File: config.mk
export PLATFORM = sky130hd
export DESIGN_NAME = apb2axi_axi_issuer
export DESIGN_NICKNAME = d
export VERILOG_FILES = /design/src/rtl/apb2axi_axi_issuer.sv
export SDC_FILE = /design/constraint.sdc
export NUM_CORES = 1
export LEC_CHECK = 0
export CORE_ASPECT_RATIO = 2
export CORE_MARGIN = 2
export CORE_UTILIZATION = 25
export CTS_CLUSTER_DIAMETER = 40
export CTS_CLUSTER_SIZE = 40
export DETAILED_ROUTE_END_ITERATION = 8
export SLEW_MARGIN = 10
export SYNTH_ARGS = -nofsm -noshare
export SYNTH_HDL_FRONTEND = slang
export SYNTH_SLANG_ARGS = --single-unit
File: constraint.sdc
create_clock -name clk -period 3.2 [get_ports clk]
set_input_delay 0.48 -clock clk [delete_from_list [all_inputs] [get_ports clk]]
set_output_delay 0.48 -clock clk [all_outputs]
set_load 0.02 [all_outputs]
File: src/rtl/apb2axi_axi_issuer.sv
// AXI4-Lite issuer for the APB-to-AXI bridge.
// Pops one request from the CDC FIFO and runs it on AXI. Only one transaction
// is in flight at a time. The AXI response is then held until the consumer takes it.
module apb2axi_axi_issuer #(
  parameter  int ADDR_W = 32,
  parameter  int DATA_W = 32,
  localparam int STRB_W = DATA_W / 8,
  localparam int REQ_W  = 1 + ADDR_W + DATA_W + STRB_W,
  localparam int RSP_W  = 3 + DATA_W
) (
  input  logic              clk,
  input  logic              reset,
  input  logic              req_vld,
  input  logic [REQ_W-1:0]  req_data,
  output logic              req_rdy,
  output logic              m_axi_awvalid,
  input  logic              m_axi_awready,
  output logic [ADDR_W-1:0] m_axi_awaddr,
  output logic              m_axi_wvalid,
  input  logic              m_axi_wready,
  output logic [DATA_W-1:0] m_axi_wdata,
  output logic [STRB_W-1:0] m_axi_wstrb,
  input  logic              m_axi_bvalid,
  output logic              m_axi_bready,
  input  logic [1:0]        m_axi_bresp,
  output logic              m_axi_arvalid,
  input  logic              m_axi_arready,
  output logic [ADDR_W-1:0] m_axi_araddr,
  input  logic              m_axi_rvalid,
  output logic              m_axi_rready,
  input  logic [DATA_W-1:0] m_axi_rdata,
  input  logic [1:0]        m_axi_rresp,
  output logic              rsp_vld,
  output logic [RSP_W-1:0]  rsp_data,
  input  logic              rsp_rdy,
  output logic              busy
);

  typedef enum logic [2:0] {
    S_IDLE, S_WR, S_WR_RESP, S_RD_ADDR, S_RD_DATA, S_RSP
  } state_t;

  state_t              r_state;
  logic [ADDR_W-1:0]   r_addr;
  logic [DATA_W-1:0]   r_wdata;
  logic [STRB_W-1:0]   r_strb;
  logic                r_is_write;
  logic                r_aw_done;
  logic                r_w_done;
  logic                r_awvalid;
  logic                r_wvalid;
  logic                r_bready;
  logic                r_arvalid;
  logic                r_rready;
  logic                r_rsp_vld;
  logic [RSP_W-1:0]    r_rsp_data;

  logic                w_req_is_write;
  logic [ADDR_W-1:0]   w_req_addr;
  logic [DATA_W-1:0]   w_req_wdata;
  logic [STRB_W-1:0]   w_req_strb;
  logic                w_aw_fin;
  logic                w_w_fin;

  assign w_req_is_write = req_data[REQ_W-1];
  assign w_req_addr     = req_data[REQ_W-2 -: ADDR_W];
  assign w_req_wdata    = req_data[STRB_W+DATA_W-1 -: DATA_W];
  assign w_req_strb     = req_data[STRB_W-1:0];

  // A channel counts as finished if it was done earlier or handshakes this
  // cycle. This lets WR leave on the same edge as the final handshake.
  assign w_aw_fin = r_aw_done | (r_awvalid & m_axi_awready);
  assign w_w_fin  = r_w_done  | (r_wvalid  & m_axi_wready);

  assign req_rdy       = (r_state == S_IDLE);
  assign busy          = (r_state != S_IDLE);
  assign m_axi_awvalid = r_awvalid;
  assign m_axi_awaddr  = r_addr;
  assign m_axi_wvalid  = r_wvalid;
  assign m_axi_wdata   = r_wdata;
  assign m_axi_wstrb   = r_strb;
  assign m_axi_bready  = r_bready;
  assign m_axi_arvalid = r_arvalid;
  assign m_axi_araddr  = r_addr;
  assign m_axi_rready  = r_rready;
  assign rsp_vld       = r_rsp_vld;
  assign rsp_data      = r_rsp_data;

  // Transaction FSM with registered AXI valid/ready and response outputs.
  always_ff @(posedge clk) begin
    if (reset) begin
      r_state    <= S_IDLE;
      r_addr     <= '0;
      r_wdata    <= '0;
      r_strb     <= '0;
      r_is_write <= 1'b0;
      r_aw_done  <= 1'b0;
      r_w_done   <= 1'b0;
      r_awvalid  <= 1'b0;
      r_wvalid   <= 1'b0;
      r_bready   <= 1'b0;
      r_arvalid  <= 1'b0;
      r_rready   <= 1'b0;
      r_rsp_vld  <= 1'b0;
      r_rsp_data <= '0;
    end else begin
      case (r_state)
        S_IDLE: begin
          if (req_vld) begin
            r_addr     <= w_req_addr;
            r_wdata    <= w_req_wdata;
            r_strb     <= w_req_strb;
            r_is_write <= w_req_is_write;
            r_aw_done  <= 1'b0;
            r_w_done   <= 1'b0;
            if (w_req_is_write) begin
              r_awvalid <= 1'b1;
              r_wvalid  <= 1'b1;
              r_state   <= S_WR;
            end else begin
              r_arvalid <= 1'b1;
              r_state   <= S_RD_ADDR;
            end
          end
        end
        S_WR: begin
          if (r_awvalid && m_axi_awready) begin
            r_awvalid <= 1'b0;
            r_aw_done <= 1'b1;
          end
          if (r_wvalid && m_axi_wready) begin
            r_wvalid <= 1'b0;
            r_w_done <= 1'b1;
          end
          if (w_aw_fin && w_w_fin) begin
            r_bready <= 1'b1;
            r_state  <= S_WR_RESP;
          end
        end
        S_WR_RESP: begin
          if (m_axi_bvalid) begin
            r_rsp_data <= {r_is_write, m_axi_bresp, {DATA_W{1'b0}}};
            r_bready   <= 1'b0;
            r_rsp_vld  <= 1'b1;
            r_state    <= S_RSP;
          end
        end
        S_RD_ADDR: begin
          if (m_axi_arready) begin
            r_arvalid <= 1'b0;
            r_rready  <= 1'b1;
            r_state   <= S_RD_DATA;
          end
        end
        S_RD_DATA: begin
          if (m_axi_rvalid) begin
            r_rsp_data <= {r_is_write, m_axi_rresp, m_axi_rdata};
            r_rready   <= 1'b0;
            r_rsp_vld  <= 1'b1;
            r_state    <= S_RSP;
          end
        end
        S_RSP: begin
          if (rsp_rdy) begin
            r_rsp_vld <= 1'b0;
            r_state   <= S_IDLE;
          end
        end
        default: r_state <= S_IDLE;
      endcase
    end
  end

endmodule

## Word-level counts from Yosys, hierarchy flattened

Cells that the tools add are included.

- Reduce and logical (&&, ||, !) cells: 22
- Muxes and demuxes: 36
- Bitwise operators: 4
- Eq/ne operators: 15

Operator list:

| kind | count |
|---|---|
| $mux W35 | 2 |
| $pmux W35 S2 | 1 |
| $ne A2 B2 Y1 const B | 10 |
| $mux W3 | 6 |
| $pmux W3 S6 | 1 |
| $mux W1 | 17 |
| $reduce_and A4 Y1 | 4 |
| $reduce_and A3 Y1 | 5 |
| $pmux W1 S2 | 7 |
| $reduce_bool A2 Y1 | 5 |
| $eq A3 B2 Y1 const B | 2 |
| $eq A3 B3 Y1 const B | 2 |
| $reduce_and A6 Y1 | 1 |
| $reduce_bool A3 Y1 | 2 |
| $eq A3 B1 Y1 const B | 1 |
| $logic_and A1 B1 Y1 | 3 |
| $logic_not A3 Y1 | 1 |
| $pmux W1 S3 | 1 |
| $and A1 B1 Y1 | 2 |
| $mux W2 | 1 |
| $or A1 B1 Y1 | 2 |
| $reduce_and A2 Y1 | 1 |

- Logic and storage cells: 91
- Flip-flop bits (word level): 115

## Longest topological paths before layout

- Depth in word-level cells: 5
- Gate-level depth with buffers: 8
- Mapped depth without buffers: 4

## Worst setup path after synthesis

Ideal clock, no wire load.

- Kind: register to register
- Start: reg r_state[1]
- End: reg r_addr[21] (netlist: m_axi_araddr[21])
- Period minus slack after synthesis: 1589 ps
- Data arrival time: 1518 ps
- Path slack: 1611 ps
- Required time: 3129 ps
- Cell stages (with the launch flop): 9
- Cell sequence: dfxtp_1 buf_6 nor3_2 and2_1 buf_2 buf_4 buf_4 nand2_1 a21oi_1

- Cells in the longest elaborated chain, start to end: 2

RTL lines:

| what | line | text |
|---|---|---|
| from (decl) | 43 | `state_t r_state;` |
| from (signal assigned) | 92 | `r_state <= S_IDLE;` |
| from (signal assigned) | 119 | `r_state <= S_WR;` |
| from (signal assigned) | 122 | `r_state <= S_RD_ADDR;` |
| $logic_not A3 Y1 | - |  |
| named net req_rdy | 15 | `output logic req_rdy,` |
| $reduce_and A2 Y1 (no source line) | - |  |
| to (signal assigned) | 110 | `r_addr <= w_req_addr;` |
| to (decl) | 44 | `logic [ADDR_W-1:0] r_addr;` |

The timed path passes the listed nets, and every way through them passes these cells.
A chain may end at the register's enable or synchronous reset.

## Worst setup path after layout

- Start: reg r_state[2]
- End: out busy

- Cells in the longest elaborated chain, start to end: 1

RTL lines:

| what | line | text |
|---|---|---|
| $reduce_bool A3 Y1 | 76 | `assign busy = (r_state != S_IDLE);` |
| to (decl) | 36 | `output logic busy` |

No other way between the ends.

==> results.json <==
{
  "drc": 0,
  "ir_worst_vdd_mv": 0.744,
  "start_util_pct": 25.5,
  "cts_buffers": 17,
  "crit_start": "r_state[2]",
  "area_growth_pct": 69.2,
  "final_area_um2": 7400,
  "holdBufCountCts": 0,
  "min_path_type": "register to register",
  "num_rows": 68,
  "yosys_warnings": 0,
  "r2r-start": "r_state[2]",
  "cts.path.max_buffers": 2,
  "dieArea_um2": 18600,
  "grt_max_degree": 75,
  "synth_cell_types": 32,
  "cp-end-kind": "primary output",
  "dpl-instance-area_um2": 6820,
  "p_leak_nw": 2.65,
  "rsz0062_at_grt": "no",
  "mostFrequentLayoutCells": "255 x clkdlybuf4s50_1, 147 x nand2_1, 115 x dfxtp_1",
  "cts_setup_buffers": 0,
  "netlist_top_cells_area": "dfxtp_1 53%, nand2_1 13%, a21oi_1 9.0%",
  "synthCells": 531,
  "synth_top_area_cell": "dfxtp_1",
  "num_vias": 4279,
  "cts_resized": 0,
  "maxSlewHeadroom_pct": 25.3,
  "clk_latency_ns": 0.40,
  "gp_congestion": 0.776,
  "grt_first_pass_wirelength_mm": 21.9,
  "grt_pass1_vias": 4154,
  "synthFlopType": "dfxtp_1",
  "root_buffer": "clkbuf_16",
  "synth_edf_count": 0,
  "io_pins": 257,
  "crit_required_ns": 2.72,
  "outcome": "finished, final reports clean",
  "clock_sinks": 115,
  "grt-ovfl-total": 0,
  "routed_wl_mm": 14.2,
  "first_pass_iters": 4,
  "clk_pin_slew_ns": 0.05,
  "antenna_found_initial": 0,
  "period_needed_ns": 2.40,
  "htree_levels": 4,
  "nets": 851,
  "die_w_um": 97.6,
  "criticalPathCategory": "register to primary output",
  "fmax_ghz": 0.416,
  "syn_area_um2": 4380,
  "track_usage_pct": 14.9,
  "cts_tree": "done",
  "die_y_um": 191,
  "maxCapViolCount": 0,
  "post-route-period-util_pct": 75.1,
  "hold_path_startpoint": "m_axi_wdata[23]",
  "final_cell_count_no_fill": 960,
  "pre_cts_ws_ns": 0.775,
  "tightest_slew_ns": 1.12,
  "async_flop_share_pct": 0,
  "drtIter0Drc": 122,
  "setup.worst_path.start_class": "register",
  "final.setup.worst_slack_ns": 0.796,
  "hpwl_mm": 10.2,
  "portBuffers": 256,
  "fin_skew_ns": 0.00755,
  "place_inst": 928,
  "fill_cells": 1692,
  "power_density_nw_per_um2": 819,
  "yosysSeqAreaShare_pct": 52.6,
  "fin_setup_tns_ns": 0,
  "synth_seq_cells": 115,
  "layout_commonest_cell": "clkdlybuf4s50_1",
  "synth_top_area_share_pct": 52.6,
  "setup_viol": 0,
  "finalPower_mw": 6.06,
  "hold_violations": 0,
  "diodes": 0,
  "drv_slew": 0,
  "core_area_um2": 17200,
  "wl_per_cell_um": 14.8,
  "avgSynthCellArea_um2": 8.24,
  "layout-drive-gt1-share_pct": 5.07,
  "path_max_fanout": 19,
  "ant_nets": 0,
  "synth_fp_nets": 645,
  "viasPerCell": 4.46,
  "cp.arrival_ns": 1.92
}
-- layout make-up --
cell class	instances	area [µm²]	area share, %
multi-input cells	340	1630	22.0
repair buffers	260	2620	35.3
clock inverters	9	104	1.40
well taps	210	263	3.55
flip-flops and latches	115	2300	31.1
inverters	3	11.3	0.152
clock buffers	23	478	6.46
-- through the flow --
stage / hold slack [ns] / utilization (%)
after floorplan: 0.432 / -
after global placement: 0.442 / 39.7
after detailed placement: 0.445 / 39.7
after CTS: 0.453 / 43.1
after global routing: 0.465 / 43.1
final: 0.450 / 43.1
-- power by group --
part / leakage, nW / total (mW) / switching, mW / internal (mW)
Combinational: 1.43 / 2.28 / 1.27 / 1.01
Sequential: 0.938 / 1.93 / 0.224 / 1.70
Clock: 0.283 / 1.86 / 0.656 / 1.20
-- cell usage after synthesis, types with 3 or more instances --
cell type	n
buf_4	34
buf_2	14
dfxtp_1	115
a21oi_1	79
nor2_1	42
a311oi_1	3
nand2_1	147
nor3_1	3
nor3b_1	3
a31oi_1	3
inv_1	3
nand3b_1	3
o21ai_0	4
clkbuf_1	22
a22oi_1	32
nand3_1	3
-- worst max-delay path, cell delays in order, from the launching register on --
cell and delay (ns):
dfxtp_1 0.71, nor3_2 0.13, inv_1 0.08, clkdlybuf4s50_1 0.60
-- per-layer routing --
layer | track usage [%] | wire length [µm] | vias to the layer above
met1 | 13.9 | 4800 | 1964
met4 | 7.26 | 371 | 0
met2 | 29.4 | 8280 | 150
met5 | 0 | 0 | -
met3 | 3.88 | 728 | 19
li1 | - | - | 2146
-- registers in the layout, indices dropped and copies added (netlist names) --
signal,cells
r_is_write,1
r_w_done,1
r_state,3
m_axi_arvalid,1
m_axi_araddr,32
rsp_data,35
m_axi_wvalid,1
m_axi_wstrb,4
rsp_vld,1
m_axi_awvalid,1
m_axi_bready,1
r_aw_done,1
m_axi_rready,1
m_axi_wdata,32
-- cell families after synthesis --
family / synth area share, %
AOI/OAI and AO/OA: 17.1
muxes: 0.457
buffers and inverters: 10.2
DFF: 52.6
and+or+nand+nor: 19.7
-- path summary, 6_finish.rpt --
kind,end,slack [ns],cells after the start
setup / recovery,busy,0.80,3
hold / removal,m_axi_wdata[23],0.45,2
setup reg to reg,rsp_data[3],0.89,4
hold reg to reg,m_axi_wdata[23],0.45,2
Power figures use the tool's default switching activity.
